--- src/rtl/keypad_pkg.sv ---
// Shared types and constants for the 4x4 keypad scanner.
// Column strobe patterns and row priority encoding live here.
package keypad_pkg;

  localparam int KEY_W = 4;
  localparam logic [3:0] COL_INIT = 4'b1110;

  typedef enum logic [1:0] {
    SCAN,
    DEBOUNCE,
    HELD,
    RELEASE
  } state_t;

  function automatic logic [3:0] col_pattern(
    input logic [1:0] idx
  );
    logic [7:0] dbl;
    dbl = {COL_INIT, COL_INIT} << idx;
    return dbl[7:4];
  endfunction

  // Lowest-index active-low row wins.
  function automatic logic [1:0] first_low(
    input logic [3:0] rows
  );
    logic [1:0] idx;
    idx = 2'd0;
    for (int i = 3; i >= 0; i--) begin
      if (!rows[i]) idx = 2'(i);
    end
    return idx;
  endfunction

endpackage

--- src/rtl/keypad_tick_gen.sv ---
// Free-running divider producing the keypad scan tick.
// Tick is high for the one cycle the divider is all ones.
module keypad_tick_gen #(
  parameter int CLK_DIV_W = 12
) (
  input  logic clk,
  input  logic rst,
  output logic tick
);

  logic [CLK_DIV_W-1:0] div;

  always_ff @(posedge clk or negedge rst) begin
    if (!rst) div <= '0;
    else      div <= div + 1'b1;
  end

  assign tick = &div;

endmodule

--- src/rtl/keypad_scanner.sv ---
// 4x4 matrix keypad scanner with press/release debounce.
// One key at a time; other keys are ignored until release.
module keypad_scanner
  import keypad_pkg::*;
#(
  parameter int CLK_DIV_W      = 12,
  parameter int DEBOUNCE_TICKS = 4
) (
  input  logic             clk,
  input  logic             rst,
  input  logic [3:0]       row,
  output logic [3:0]       col,
  output logic [KEY_W-1:0] key_code,
  output logic             key_valid,
  output logic             key_held
);

  localparam logic [3:0] CNT_LAST =
    4'(DEBOUNCE_TICKS - 1);

  logic [3:0] row_m;
  logic [3:0] row_s;
  logic       tick;

  state_t     state, state_n;
  logic [1:0] col_idx, col_idx_n;
  logic [1:0] cap_row, cap_row_n;
  logic [3:0] cnt, cnt_n;
  logic [KEY_W-1:0] code_n;
  logic       valid_n;
  logic       held_n;
  logic       cap_low;

  always_ff @(posedge clk or negedge rst) begin
    if (!rst) begin
      row_m <= 4'hF;
      row_s <= 4'hF;
    end else begin
      row_m <= row;
      row_s <= row_m;
    end
  end

  keypad_tick_gen #(
    .CLK_DIV_W(CLK_DIV_W)
  ) u_tick (
    .clk (clk),
    .rst (rst),
    .tick(tick)
  );

  assign cap_low = !row_s[cap_row];
  assign col     = col_pattern(col_idx);

  always_ff @(posedge clk or negedge rst) begin
    if (!rst) begin
      state     <= SCAN;
      col_idx   <= 2'd0;
      cap_row   <= 2'd0;
      cnt       <= 4'd0;
      key_code  <= '0;
      key_valid <= 1'b0;
      key_held  <= 1'b0;
    end else begin
      state     <= state_n;
      col_idx   <= col_idx_n;
      cap_row   <= cap_row_n;
      cnt       <= cnt_n;
      key_code  <= code_n;
      key_valid <= valid_n;
      key_held  <= held_n;
    end
  end

  always_comb begin
    state_n   = state;
    col_idx_n = col_idx;
    cap_row_n = cap_row;
    cnt_n     = cnt;
    code_n    = key_code;
    valid_n   = 1'b0;
    held_n    = key_held;
    if (tick) begin
      unique case (state)
        SCAN: begin
          if (&row_s) begin
            col_idx_n = col_idx + 1'b1;
          end else begin
            cap_row_n = first_low(row_s);
            cnt_n     = 4'd0;
            state_n   = DEBOUNCE;
          end
        end
        DEBOUNCE: begin
          if (!cap_low) begin
            col_idx_n = col_idx + 1'b1;
            state_n   = SCAN;
          end else if (cnt == CNT_LAST) begin
            code_n  = {cap_row, col_idx};
            valid_n = 1'b1;
            held_n  = 1'b1;
            state_n = HELD;
          end else begin
            cnt_n = cnt + 1'b1;
          end
        end
        HELD: begin
          if (!cap_low) begin
            cnt_n   = 4'd0;
            state_n = RELEASE;
          end
        end
        RELEASE: begin
          if (cap_low) begin
            cnt_n = 4'd0;
          end else if (cnt == CNT_LAST) begin
            held_n    = 1'b0;
            col_idx_n = col_idx + 1'b1;
            state_n   = SCAN;
          end else begin
            cnt_n = cnt + 1'b1;
          end
        end
      endcase
    end
  end

endmodule

--- config.mk ---
export PLATFORM = sky130hd
export DESIGN_NAME = keypad_scanner
export DESIGN_NICKNAME = d
export VERILOG_FILES = /design/src/rtl/keypad_pkg.sv /design/src/rtl/keypad_tick_gen.sv /design/src/rtl/keypad_scanner.sv
export SDC_FILE = /design/constraint.sdc
export NUM_CORES = 1
export LEC_CHECK = 0
export ABC_AREA = 1
export BUFFER_PORTS_ARGS = -buffer_cell sky130_fd_sc_hd__buf_2
export CORE_MARGIN = 2
export CORE_UTILIZATION = 30
export DETAILED_ROUTE_END_ITERATION = 10
export PLACE_DENSITY_LB_ADDON = 0.12
export SLEW_MARGIN = 40
export SYNTH_ARGS = -nofsm -noshare
export SYNTH_HDL_FRONTEND = slang
export SYNTH_SLANG_ARGS = --single-unit
export TNS_END_PERCENT = 20
--- constraint.sdc ---
create_clock -name clk -period 3.69 [get_ports clk]
set_input_delay 0.738 -clock clk [delete_from_list [all_inputs] [get_ports clk]]
set_output_delay 0.738 -clock clk [all_outputs]
set_load 0.01 [all_outputs]
Yosys cells after proc, flatten, opt, wreduce, memory -nomap -nowiden
Index checks and enable logic that the tools add are counted.
{"block": "word_totals", "mem_bits_ro": 0, "latchBits": 0, "out_inout_bits": 10, "wordCells": 74, "regBits": 36, "memories": 0, "inputBits": 6, "ramBits": 0}
{"block": "classes", "mux": 33, "shifts": 1, "n_addsub": 3, "bitwise_logic": 2, "n_div": 0, "n_reduce_logical": 11, "n_mul": 0, "eq_ne": 13, "magnitude_cmp": 1}
{"op": "$reduce_and A17 Y1", "n": 3}
{"op": "$reduce_and A15 Y1", "n": 2}
{"op": "$mux W2", "n": 14}
{"op": "$mux W4", "n": 5}
{"op": "$ne A2 B2 Y1 const B", "n": 8}
{"op": "$pmux W4 S4", "n": 1}
{"op": "$reduce_and A14 Y1", "n": 1}
{"op": "$add A12 B1 Y12 const B", "n": 1}
{"op": "$reduce_and A12 Y1", "n": 1}
{"op": "$mux W1", "n": 9}
{"op": "$pmux W2 S4", "n": 1}
{"op": "$shl A8 B2 Y8 const A", "n": 1}
{"op": "$pmux W2 S3", "n": 1}
{"op": "$add A4 B1 Y4 const B", "n": 1}
{"op": "$eq A2 B2 Y1 const B", "n": 2}
{"op": "$eq A4 B2 Y1 const B", "n": 1}
{"op": "$reduce_and A4 Y1", "n": 1}
{"op": "$lt A2 B3 Y1 const B", "n": 1}
{"op": "$ne A3 B3 Y1 const B", "n": 1}
{"op": "$reduce_bool A3 Y1", "n": 1}
{"op": "$add A2 B1 Y2 const B", "n": 1}
{"op": "$bmux W1 S2", "n": 1}
{"op": "$eq A2 B1 Y1 const B", "n": 1}
{"op": "$logic_not A2 Y1", "n": 1}
{"op": "3 further kinds", "n": 4}

Depth between registers and ports, before layout
{"block": "logic_depth", "word_depth": 5, "mapped_depth": 11, "depth_no_buf": 11}

Hierarchy
A second synthesis with hierarchy kept.
{"block": "hier_totals", "cells_unflattened": 209, "hier_area_um2": 1798.0}
{"mod": "keypad_scanner", "n_inst": 1, "area_per_inst_um2": 1249.9, "cells_each": 150, "seq_area_each_um2": 610.6}
{"mod": "keypad_tick_gen", "n_inst": 1, "area_per_inst_um2": 548.0, "cells_each": 59, "seq_area_each_um2": 300.3}

Worst setup path before layout
No wires, ideal clock.
{"block": "synth_path", "path_type": "reg2out", "start": "register col_idx[0]", "end": "output port col[0]", "path_stages_with_launch": 4, "required_time_ns": 2.952, "n_path_buf": 0, "setup_slack_ns": 2.233, "t_arrival_ns": 0.719, "path_cell_list": "dfrtp_1 -> inv_1 -> ha_1 -> inv_1"}
{"block": "synth_between", "elab_chain_cells": 1}
{"element": "start: declaration", "line_no": "keypad_scanner.sv:26", "source": "logic [1:0] col_idx, col_idx_n;"}
{"element": "start signal: assignment", "line_no": "keypad_scanner.sv:66", "source": "col_idx <= col_idx_n;"}
{"element": "$shl A8 B2 Y8", "line_no": "keypad_pkg.sv:19", "source": "dbl = {COL_INIT, COL_INIT} << idx;"}
{"element": "end: declaration", "line_no": "keypad_scanner.sv:12", "source": "output logic [3:0] col,"}
Every way passes these cells.

Final worst setup path
{"block": "layout_path", "start": "register col_idx[0]", "end": "output port col[2]"}
Same word-level chain as after synthesis.

==> impl_metrics.json <==
{
  "status": "finished, final reports clean",
  "dp_hpwl_um": 2484,
  "worst_slew_pin_slew_ps": 457.6,
  "root_buffer": "clkbuf_8",
  "reg2reg_to": "col_idx[1]$_DFFE_PN0P_",
  "criticalPathCategory": "flip-flop to primary output",
  "routedWlPerCell_um": 10.69,
  "use_met3": 0.03261,
  "post_cts_buffers": 0,
  "rsz0062_at_grt": "false",
  "slew_headroom": 0.6949,
  "r2r_start": "cnt[0]$_DFFE_PN0P_",
  "grt_antenna_before_repair": 0,
  "syn_to_final_growth_pct": 14.41,
  "grt_pass1_wl_um": 5878,
  "final_cell_mix": "nand2_1 (56), dfrtp_1 (28), inv_1 (25)",
  "wirelength_um": 3315,
  "dieHeight_um": 82.51,
  "first_global_vias": 1250,
  "syn_area_um2": 1849,
  "hp-class": "flip-flop to flip-flop",
  "met2_usage": 0.1710,
  "drive_gt1_frac": 0.2553,
  "rr_worst_depth": 8,
  "io_buffers": 15,
  "synth_cell_type_count": 26,
  "finalSetupViolations": 0,
  "clockBufferDepth": 2,
  "viasPerCell": 4.255,
  "clk_latency_ps": 290,
  "leakage_nw": 1.045,
  "crit_end": "col[2]",
  "final_core_util": 0.3553,
  "max_freq_mhz": 530.0,
  "grt_overflow": 0,
  "gp_congestion": 0.7974,
  "start_kind": "flip-flop",
  "drv_cap": 0,
  "postCtsHoldBufs": 0,
  "fill_cells": 650,
  "ys_ff_latch": 36,
  "numClockSinks": 36,
  "worst_setup_path_end_kind": "primary output",
  "coreArea_um2": 5956,
  "die_w_um": 82.51,
  "synth_seq_area_share": 0.4926,
  "globalRouteMet1Util": 0.1598,
  "worst_ep_arrival_time_ps": 1150,
  "grt_max_degree": 37,
  "hold_viol": 0,
  "finalSetupTns_ps": 0,
  "r2r_setup_slack_ps": 2160,
  "peakVddDrop_v": 0.0002273,
  "post-route-drc-count": 0,
  "worstPathRequired_ps": 2950,
  "design_area_um2": 2116,
  "num_antenna_cells": 0,
  "start_util": 0.3105,
  "dieArea_um2": 6808,
  "p_per_area_nw_per_um2": 361.3,
  "first_pass_iters": 4,
  "min_period_ps": 1887,
  "post-route-period-util": 0.5113,
  "synth_cells": 214,
  "busiest_layer": "met2",
  "post_cts_resized": 0,
  "clock_skew_ps": 12.44,
  "ant_nets": 0,
  "vias": 1319,
  "final_nets": 246,
  "crit_start": "col_idx[0]$_DFFE_PN0P_",
  "slew_viol_final": 0,
  "rows": 28,
  "htreeDepth": 2,
  "cts_buffers": 5,
  "clk_pin_slew_worst_paths_ps": 70,
  "crit_fanout": 4,
  "synth_nets": 226,
  "drtIter0Drc": 37,
  "ioPinCount": 16,
  "cts_tree": "done",
  "postPlaceCellArea_um2": 2008,
  "ys_warn_count": 0,
  "final_common_cell": "nand2_1",
  "grt_usage": 0.1182,
  "syn_avg_cell_area_um2": 8.641
}
-- power breakdown --
group          leakage, nW  switching (W)  internal, W   total, W
clock network       0.0552       0.000141     0.000200   0.000342
logic                0.529      0.0000134   0.00000454  0.0000179
registers            0.461     0.00000242     0.000403   0.000405
-- final cells by class --
type	instances	area, um2	area share
inverters	33	125.1	0.05914
repair buffers	15	77.57	0.03666
clock buffers	6	72.57	0.03430
flip-flops and latches	36	910.9	0.4305
multi-input cells	143	800.8	0.3785
clock inverters	2	35.03	0.01656
well taps	75	93.84	0.04435
-- synth_stat cells (all sizes together) --
cell type  count  share of area
and2           1         0.0034
nor2          22          0.065
o21ai         10          0.027
nand4          5          0.025
dfstp          8           0.11
dfrtp         28           0.38
a211oi         2         0.0081
nand3         13          0.035
nand2         67           0.15
ha             6          0.041
xnor2          3          0.014
inv           32          0.065
buf            2         0.0068
a21oi          1         0.0027
xor2           7          0.033
nor3           6          0.028
clkinv         1         0.0027
-- worst min-delay path by stage --
stage                                  start            endpoint  depth (start not counted)
after floorplan           row_m[0]$_DFF_PN1_  row_s[0]$_DFF_PN1_                          0
after global placement    row_m[0]$_DFF_PN1_  row_s[0]$_DFF_PN1_                          0
after detailed placement  row_m[2]$_DFF_PN1_  row_s[2]$_DFF_PN1_                          0
after CTS                 row_m[2]$_DFF_PN1_  row_s[2]$_DFF_PN1_                          0
after global routing      row_m[2]$_DFF_PN1_  row_s[2]$_DFF_PN1_                          0
final                     row_m[2]$_DFF_PN1_  row_s[2]$_DFF_PN1_                          0
-- layer usage --
metal	up-vias	share of wire
met4	0	0.023
met1	588	0.50
met5	-	0
met3	9	0.037
met2	18	0.44
li1	704	-
-- cells by family (layout without fill, tap and decap cells) --
| family | Yosys count | in the layout | share of synthesized area |
|---|---|---|---|
| buf+inv | 35 | 56 | 0.07442 |
| compound gates | 13 | 13 | 0.03788 |
| fa+ha+maj | 6 | 6 | 0.04059 |
| xor+xnor | 10 | 10 | 0.04736 |
| simple gates | 114 | 114 | 0.3072 |
| flops | 36 | 36 | 0.4926 |
-- critical path, cell delays in order (launching register included) --
cell and delay, ps:
dfrtp_1 410, inv_1 140, ha_1 160, inv_1 30, buf_2 120
-- stage by stage --
| stage | hold slack [ps] | std cells | setup slack, ps | power (W) |
|---|---|---|---|---|
| 2_1_floorplan | 345.2 | 214 | 2233 | 0.0004180 |
| 3_3_place_gp | 345.8 | 302 | 2090 | 0.0004310 |
| 3_5_place_dp | 347.5 | 302 | 2084 | 0.0004314 |
| 4_1_cts | 358.2 | 310 | 1766 | 0.0007802 |
| 5_1_grt | 362.6 | 310 | 1719 | 0.0008019 |
| 6_report | 356.7 | 310 | 1803 | 0.0007645 |
-- state kept, by name (all words and copies together), names as in the netlist, named ones only --
signal      cells
state           1
u_tick.div     12
key_code        4
row_s           4
col_idx         2
cap_row         2
cnt             4
key_held        1
row_m           4
key_valid       1
No activity file was read; power rests on OpenSTA's default activity.
